==> config.mk <==
export PLATFORM = sky130hd
export DESIGN_NAME = fifo_serial_tx_flat
export DESIGN_NICKNAME = d
export VERILOG_FILES = /design/src/rtl/fifo_serial_tx_pkg.sv /design/src/rtl/fifo_serial_tx_if.sv /design/src/rtl/fifo_serial_tx_timer.sv /design/src/rtl/fifo_serial_tx.sv /design/src/flat_wrapper.sv
export SDC_FILE = /design/constraint.sdc
export NUM_CORES = 1
export LEC_CHECK = 0
export ABC_AREA = 0
export BUFFER_PORTS_ARGS = -buffer_cell sky130_fd_sc_hd__buf_2
export CAP_MARGIN = 5
export CORE_ASPECT_RATIO = 0.8
export CORE_MARGIN = 2
export CORE_UTILIZATION = 25
export DETAILED_ROUTE_END_ITERATION = 10
export MAX_ROUTING_LAYER = met4
export SYNTH_ARGS = -nofsm -noshare
export SYNTH_HDL_FRONTEND = slang
export SYNTH_SLANG_ARGS = --single-unit
==> constraint.sdc <==
create_clock -name clk -period 3.6 [get_ports clk]
set_input_delay 0 -clock clk [delete_from_list [all_inputs] [get_ports clk]]
set_output_delay 0 -clock clk [all_outputs]
set_load 0.02 [all_outputs]
==> src/rtl/fifo_serial_tx_pkg.sv <==
// Shared types and constants for the FIFO drain / serial transmitter.
package fifo_tx_pkg;

  // Frame sequencer states; PARITY is skipped when parity is disabled.
  typedef enum logic [2:0] {
    IDLE,
    START,
    DATA,
    PARITY,
    STOP
  } tx_state_e;

  // Default word width and parity setting of the project FIFO.
  localparam int DATA_W_DEF    = 6;
  localparam int PARITY_EN_DEF = 1;

  // Serial bits per frame with the default settings: start + data + parity + stop.
  localparam int FRAME_BITS = 2 + DATA_W_DEF + PARITY_EN_DEF;

  // Width of a bit timer that must hold the value CLKS_PER_BIT.
  function automatic int timer_w(input int clks);
    return $clog2(clks + 1);
  endfunction

endpackage

==> src/rtl/fifo_serial_tx_if.sv <==
// FIFO-side handshake plus serial line of the drain stage.
interface fifo_serial_tx_if #(
  parameter int DATA_W = 6
);
  logic              tx_en;
  logic              empty_n;
  logic [DATA_W-1:0] data_in;
  logic              pop;
  logic              tx;
  logic              busy;

  // Driver side: supplies the FIFO head and enable, observes the line.
  modport master (output tx_en, empty_n, data_in, input pop, tx, busy);
  // Transmitter side.
  modport slave  (input tx_en, empty_n, data_in, output pop, tx, busy);
endinterface

==> src/rtl/fifo_serial_tx_timer.sv <==
// Bit timer: counts 0..CLKS_PER_BIT-1 while running and flags the last
// cycle of each serial bit with a one-cycle tick.
module fifo_tx_bit_timer #(
  parameter int CLKS_PER_BIT = 4,
  parameter int CNT_W        = 3
) (
  input  logic clk,
  input  logic rst,
  input  logic run,
  input  logic restart,
  output logic tick
);

  localparam logic [CNT_W-1:0] TC = CNT_W'(CLKS_PER_BIT - 1);

  logic [CNT_W-1:0] cnt_q;

  assign tick = run && (cnt_q == TC);

  // Restart aligns the count to a frame launch; terminal count wraps to 0.
  always_ff @(posedge clk or posedge rst) begin
    if (rst) begin
      cnt_q <= '0;
    end else if (restart) begin
      cnt_q <= '0;
    end else if (run) begin
      cnt_q <= tick ? '0 : cnt_q + CNT_W'(1);
    end
  end

endmodule

==> src/rtl/fifo_serial_tx.sv <==
// FIFO drain stage: pops one word at a time and sends it as a UART-style
// frame (start, data LSB first, optional even parity, stop).
module fifo_serial_tx
  import fifo_tx_pkg::*;
#(
  parameter int DATA_W       = 6,
  parameter int CLKS_PER_BIT = 4,
  parameter int PARITY_EN    = 1
) (
  input  logic             clk,
  input  logic             reset,
  fifo_serial_tx_if.slave  bus
);

  localparam int TW = timer_w(CLKS_PER_BIT);

  tx_state_e         state_q, state_d;
  logic              tx_q, tx_d;
  logic              pop_q, pop_d;
  logic              busy_q, busy_d;
  logic [2:0]        bit_cnt_q, bit_cnt_d;
  logic [DATA_W-1:0] shift_q;
  logic              parity_q;
  logic              load, shift, tick;

  // Even parity: the parity bit makes the total count of ones even.
  function automatic logic even_parity(input logic [DATA_W-1:0] w);
    return ^w;
  endfunction

  fifo_tx_bit_timer #(
    .CLKS_PER_BIT (CLKS_PER_BIT),
    .CNT_W        (TW)
  ) u_timer (
    .clk     (clk),
    .rst     (reset),
    .run     (state_q != IDLE),
    .restart (load),
    .tick    (tick)
  );

  // Next-state and next-output decode; outputs are registered below.
  always_comb begin
    state_d   = state_q;
    bit_cnt_d = bit_cnt_q;
    tx_d      = 1'b1;
    pop_d     = 1'b0;
    busy_d    = 1'b1;
    load      = 1'b0;
    shift     = 1'b0;
    case (state_q)
      IDLE: begin
        busy_d = 1'b0;
        // empty_n is only looked at here, so a stale flag cannot double-pop.
        if (bus.empty_n && bus.tx_en) begin
          state_d = START;
          tx_d    = 1'b0;
          pop_d   = 1'b1;
          busy_d  = 1'b1;
          load    = 1'b1;
        end
      end
      START: begin
        tx_d = 1'b0;
        if (tick) begin
          state_d   = DATA;
          bit_cnt_d = '0;
          tx_d      = shift_q[0];
        end
      end
      DATA: begin
        tx_d = shift_q[0];
        if (tick) begin
          if (bit_cnt_q == 3'(DATA_W - 1)) begin
            bit_cnt_d = '0;
            if (PARITY_EN != 0) begin
              state_d = PARITY;
              tx_d    = parity_q;
            end else begin
              state_d = STOP;
              tx_d    = 1'b1;
            end
          end else begin
            bit_cnt_d = bit_cnt_q + 3'd1;
            shift     = 1'b1;
            tx_d      = shift_q[1];
          end
        end
      end
      PARITY: begin
        tx_d = parity_q;
        if (tick) begin
          state_d = STOP;
          tx_d    = 1'b1;
        end
      end
      STOP: begin
        if (tick) begin
          state_d = IDLE;
          busy_d  = 1'b0;
        end
      end
      default: begin
        state_d = IDLE;
        busy_d  = 1'b0;
      end
    endcase
  end

  // Control state and registered outputs; reset forces the line idle at once.
  always_ff @(posedge clk or posedge reset) begin
    if (reset) begin
      state_q   <= IDLE;
      bit_cnt_q <= '0;
      tx_q      <= 1'b1;
      pop_q     <= 1'b0;
      busy_q    <= 1'b0;
    end else begin
      state_q   <= state_d;
      bit_cnt_q <= bit_cnt_d;
      tx_q      <= tx_d;
      pop_q     <= pop_d;
      busy_q    <= busy_d;
    end
  end

  // Word capture on the popping edge, then shift right once per data bit.
  always_ff @(posedge clk) begin
    if (load) begin
      shift_q  <= bus.data_in;
      parity_q <= even_parity(bus.data_in);
    end else if (shift) begin
      shift_q  <= shift_q >> 1;
    end
  end

  assign bus.tx   = tx_q;
  assign bus.pop  = pop_q;
  assign bus.busy = busy_q;

endmodule

==> src/flat_wrapper.sv <==
// flat-port wrapper written by rule: the top's interface ports become plain ports
module fifo_serial_tx_flat import fifo_tx_pkg::*;
#(
  parameter int DATA_W       = 6,
  parameter int CLKS_PER_BIT = 4,
  parameter int PARITY_EN    = 1
)
  (clk, reset, bus_tx_en, bus_empty_n, bus_data_in, bus_pop, bus_tx, bus_busy);
  fifo_serial_tx_if #(.DATA_W(DATA_W)) bus_i ();
  input  logic clk;
  input  logic reset;
  input wire logic [$bits(bus_i.tx_en)-1:0] bus_tx_en;
  input wire logic [$bits(bus_i.empty_n)-1:0] bus_empty_n;
  input wire logic [$bits(bus_i.data_in)-1:0] bus_data_in;
  output wire logic [$bits(bus_i.pop)-1:0] bus_pop;
  output wire logic [$bits(bus_i.tx)-1:0] bus_tx;
  output wire logic [$bits(bus_i.busy)-1:0] bus_busy;
  assign bus_i.tx_en = bus_tx_en;
  assign bus_i.empty_n = bus_empty_n;
  assign bus_i.data_in = bus_data_in;
  assign bus_pop = bus_i.pop;
  assign bus_tx = bus_i.tx;
  assign bus_busy = bus_i.busy;
  fifo_serial_tx #(.DATA_W(DATA_W), .CLKS_PER_BIT(CLKS_PER_BIT), .PARITY_EN(PARITY_EN)) u_core (.clk(clk), .reset(reset), .bus(bus_i));
endmodule
---- Word-level counts from Yosys, hierarchy flattened ----
Index checks and enable logic that the tools add are counted.
storage, ports and cells
  bits in registers ....................... 19
  bits in latches ......................... 0
  memory bits (writable) .................. 0
  bits in read-only memories .............. 0
  input bits .............................. 10
  output and inout bits ................... 3
  word-level logic and storage cells ...... 61
  memories kept ........................... 0
cells by class
  add/subtract/negate cells ............... 2
  $mul .................................... 0
  div/mod/pow operators ................... 0
  $lt $le $gt $ge ......................... 0
  eq/ne operators ......................... 12
  shift-type cells ........................ 0
  multiplexer cells ....................... 28
  bitwise operators ....................... 0
  reductions and logical operators ........ 11
operator list
  cell                 count
  $mux 3               11
  $pmux 3 s5           1
  $mux 6               2
  $mux 1               11
  $eq 3x2->1 const B   3
  $ne 2x2->1 const B   4
  $add 3x1->3 const B  2
  $eq 3x3->1 const B   2
  $pmux 3 s2           1
  $reduce_and 6->1     1
  $reduce_bool 2->1    3
  $reduce_xor 6->1     1
  $ne 2x1->1 const B   2
  $pmux 1 s4           1
  $eq 3x1->1 const B   1
  $logic_not 3->1      1
  $pmux 1 s3           1
  $reduce_and 3->1     1
  $reduce_bool 3->1    1
  $reduce_or 3->1      1
  $logic_and 1x1->1    2

---- Logic depth before layout (Yosys ltp) ----
  depth in word-level cells ............... 6
  mapped depth ............................ 5
  depth with buffers taken out ............ 5

---- By module ----
From an unflattened synthesis, not the netlist that was laid out.
second synthesis, totals
  cell total of the unflattened synthesis .. 91
  area total of the unflattened synthesis .. 996.0 sq um
modules (own cells, without submodules)
  module             times used  cells each  area an instance (sq um)  sequential area each (sq um)
  fifo_serial_tx     1           76          847.1                     436.7
  fifo_tx_bit_timer  1           15          148.9                     75.1

---- Worst setup path after synthesis ----
Ideal clock, no wire load.
  kind .................................... reg2reg
  from .................................... reg u_core.u_timer.cnt_q[0]
  to ...................................... reg u_core.shift_q[0], enable pin
  library setup time ...................... 0.381 ns
  arrival time ............................ 1.495 ns
  required time ........................... 3.219 ns
  path slack .............................. 1.725 ns
  cell stages (with the launch flop) ...... 5
  buffers on the path ..................... 0
  clock period less this slack ............ 1.875 ns
  cell sequence ........................... dfrtp_1 > ha_1 > nor3b_1 > nand2_1 > o32ai_1
on the way
  longest elaborated chain between the ends .. 5
RTL lines
  item                                RTL line                    source
  start, declared                     fifo_serial_tx_timer.sv:16  logic [CNT_W-1:0] cnt_q;
  start signal, assigned              fifo_serial_tx_timer.sv:27  cnt_q <= tick ? '0 : cnt_q + CNT_W'(1);
  $eq 3x2->1                          fifo_serial_tx_timer.sv:18  assign tick = run && (cnt_q == TC);
  $logic_and 1x1->1                   fifo_serial_tx_timer.sv:18
  $mux 1                              fifo_serial_tx.sv:73        if (tick) begin
  $mux 1                              fifo_serial_tx.sv:51        case (state_q)
  $reduce_bool 2->1 (no source line)  n/a
  end signal, assigned                fifo_serial_tx.sv:130       shift_q <= bus.data_in;
  end signal, assigned                fifo_serial_tx.sv:133       shift_q <= shift_q >> 1;
  end, declared                       fifo_serial_tx.sv:22        logic [DATA_W-1:0] shift_q;
Every way passes these cells.
A chain may end at the register's enable or synchronous reset.

---- Worst setup path in the final report ----
  from .................................... reg u_core.u_timer.cnt_q[0]
  to ...................................... reg u_core.shift_q[1], enable pin
Same word-level chain as after synthesis.

==> impl_metrics.json <==
{
  "endpoint_kind": "register",
  "dp_hpwl_mm": 1.44,
  "finalNetCount": 113,
  "ctsResizeCount": 0,
  "ys_ff_latch": 19,
  "worstMarginPinSlew_ns": 0.885,
  "worstSetupPathType": "register to register",
  "dpl_worst_slack_ns": 1.42,
  "regArea_um2": 512,
  "routedWlPerCell_um": 12.1,
  "vias": 697,
  "setup_violations": 0,
  "drt_iter0_markers": 81,
  "place.gp.congestion": 0.786,
  "synth_top_area_frac": 0.274,
  "yosysSeqAreaShare": 0.509,
  "area_growth_pct": 15.8,
  "firstDrtPassIters": 4,
  "insertedDiodeCount": 0,
  "hold_class": "primary input to register",
  "post_dp_cell_area_mm2": 0.00111,
  "finalClockSkew_ns": 0.00134,
  "clockBufferDepth": 2,
  "final.setup.worst_slack_ns": 1.44,
  "synth_nets": 99,
  "cts_root_buf": "clkbuf_8",
  "fin_tns_setup_ns": 0,
  "cts.sinks": 19,
  "critPathSlowestCell": "o32ai_1",
  "worst_path_largest_cell_delay_ns": 0.80,
  "maxCapViolations": 0,
  "rrSetupSlack_ns": 1.44,
  "core_mm2": 0.00383,
  "synth_top_family_by_area": "simple AND/OR/NAND/NOR gates",
  "fmax_ghz": 0.463,
  "rsz0062_at_grt": "false",
  "ys.flop_type": "dfrtp_1",
  "htreeDepth": 1,
  "synthSimpleGateAreaFrac": 0.178,
  "synth.largest_area_cell": "dfrtp_1",
  "netlist_area_mm2": 0.00100,
  "cts_buffers": 3,
  "ys_types": 34,
  "cp_cell_sequence": "ha_1, nor3b_1, nand2_1, o32ai_1",
  "async_flop_share": 0.632,
  "grt.total_usage": 0.102,
  "synth_fa_ha_area_frac": 0.0125,
  "total_power_uw": 876,
  "ctsHoldBuffers": 1,
  "relSlewSlack": 0.408,
  "reg2regPathDepth": 4,
  "path_max_fanout": 6,
  "synthTopCellsByArea": "dfrtp_1 27%, edfxtp_1 21%, mux2_4 7.5%, xnor2_1 4.4%, nand2_1 3.4%",
  "status": "completed",
  "place_inst": 151,
  "final_antenna_net_count": 0,
  "grt_pass1_vias": 655,
  "wl_mm": 1.90,
  "vdd_drop_max_mv": 0.203,
  "synthCells": 88,
  "post_cts_buffers": 0,
  "startpoint": "u_core.u_timer.cnt_q[0]$_DFFE_PP0P_",
  "cp.required_ns": 3.49,
  "fin_cells": 156,
  "grt_max_degree": 18,
  "synth_edf_count": 7,
  "grt_pass1_wl_mm": 3.24,
  "start_util": 0.262,
  "layout_min_cycle_time_ns": 2.16,
  "num-fill-cells": 409,
  "clkTransAtPathRegs_ns": 0.07,
  "synthMuxAreaShare": 0.0847,
  "hold_viol": 0,
  "globalRoute.totalOverflow": 0,
  "worst_r2r_endpoint": "u_core.shift_q[1]$_DFFE_PP_",
  "post_drt_via_cell_ratio": 4.47,
  "tritoncts": "yes",
  "leakagePower_uw": 0.000467,
  "synth_xor_area_frac": 0.0523,
  "drv_slew": 0,
  "syn_avg_cell_area_um2": 11.4,
  "multi_input_area_um2": 457,
  "dieArea_mm2": 0.00454,
  "crit_path_end": "u_core.shift_q[1]$_DFFE_PP_",
  "synth_most_common_cell": "dfrtp_1",
  "port_buffers": 12,
  "fin_crit_sh": 0.600,
  "yosys-top-cells-count": "11 x dfrtp_1, 9 x nand2_1, 7 x edfxtp_1, 5 x mux2_4, 5 x xnor2_1",
  "rows": 20,
  "arrival_ns": 2.05,
  "die-width_um": 74.9,
  "drc": 0,
  "cellPowerDensity_mw_per_mm2": 753,
  "clk-insertion-delay-late_ns": 0.26,
  "yosys_warnings": 0,
  "start_kind": "register",
  "die_h_um": 60.7,
  "grt_antenna_before_repair": 0,
  "reg2reg_from": "u_core.u_timer.cnt_q[0]$_DFFE_PP0P_",
  "fin_area_mm2": 0.00116,
  "synth_compound_area_frac": 0.127,
  "io_pins": 13,
  "drive_above_1_share": 0.238
}
## registers in the layout, summed over array words and instances, names as in the netlist
| name | count |
|---|---|
| u_core.u_timer.cnt_q | 3 |
| u_core.bus.pop | 1 |
| u_core.bus.tx | 1 |
| u_core.shift_q | 6 |
| u_core.bus.busy | 1 |
| u_core.bit_cnt_q | 3 |
| u_core.state_q | 3 |
| u_core.parity_q | 1 |
## cell families (layout without fill, tap and decap cells)
logic type | count (synthesis) | in the layout
and+or+nand+nor | 30 | 30
DFF | 19 | 19
buffers and inverters | 7 | 20
AOI/OAI and AO/OA | 19 | 19
xor gates and xnor gates | 6 | 6
muxes | 6 | 6
adders and majority gates | 1 | 1
## worst min path at each step
stage / cells after the start / end / startpoint / slack, ns
after floorplan: 1 / u_core.bit_cnt_q[0]$_DFFE_PP0P_ / reset / -0.14
after global placement: 2 / u_core.bus.busy$_DFF_PP0_ / reset / 0.03
after detailed placement: 2 / u_core.state_q[0]$_DFFE_PP0P_ / reset / 0.03
after CTS: 2 / u_core.shift_q[5]$_SDFFCE_PN0P_ / bus_data_in[5] / 0.04
after global routing: 2 / u_core.shift_q[5]$_SDFFCE_PN0P_ / bus_data_in[5] / 0.05
final: 2 / u_core.shift_q[5]$_SDFFCE_PN0P_ / bus_data_in[5] / 0.04
## final cells by class
| type | instances | area share |
|---|---|---|
| Clock buffer | 4 | 0.0387 |
| Multi-Input combinational cell | 62 | 0.392 |
| Sequential cell | 19 | 0.440 |
| Timing Repair Buffer | 13 | 0.0602 |
| Tap cell | 55 | 0.0591 |
| Inverter | 3 | 0.00968 |
## critical path: cells and delay by family (launching register included)
family	cells	cell delay [ns]
compound gates	1	0.80
fa+ha+maj	1	0.22
flops	1	0.37
simple gates	2	0.39
## power breakdown
group | switching, µW | leakage, µW | internal [µW]
Combinational | 179 | 0.000236 | 153
Clock | 74.8 | 0.0000228 | 78.9
Sequential | 82.9 | 0.000208 | 308
Total | 337 | 0.000467 | 539
## routing by layer
metal | wire length (µm) | vias up | track usage | part of all wire
met5 | 0 | - | - | 0
met4 | 17 | 0 | 0.0306 | 0.0090
met3 | 134 | 2 | 0.0449 | 0.071
met2 | 832 | 19 | 0.140 | 0.44
met1 | 911 | 332 | 0.136 | 0.48
li1 | - | 344 | - | -
## placed cells by master (no fill, tap or decap), types with 2 or more instances in the layout
cell type  count
buf_2         12
dfrtp_1       11
nand2_1        9
edfxtp_1       7
mux2_4         5
xnor2_1        5
o21ai_0        4
a21oi_1        4
o31ai_1        4
nor3b_1        3
inv_1          3
nand3_1        3
nor2_1         3
clkbuf_8       3
nand2b_1       2
nor2b_1        2
nor3_1         2
a211oi_1       2
## stage by stage
| stage | hold WS, ns | util |
|---|---|---|
| after global placement | 0.0271 | 0.290 |
| after floorplan | -0.136 | - |
| after detailed placement | 0.0323 | 0.290 |
| after CTS | 0.0363 | 0.304 |
| final | 0.0360 | 0.304 |
| after global routing | 0.0529 | 0.304 |
Note: power is estimated with default switching activity, not from simulation.
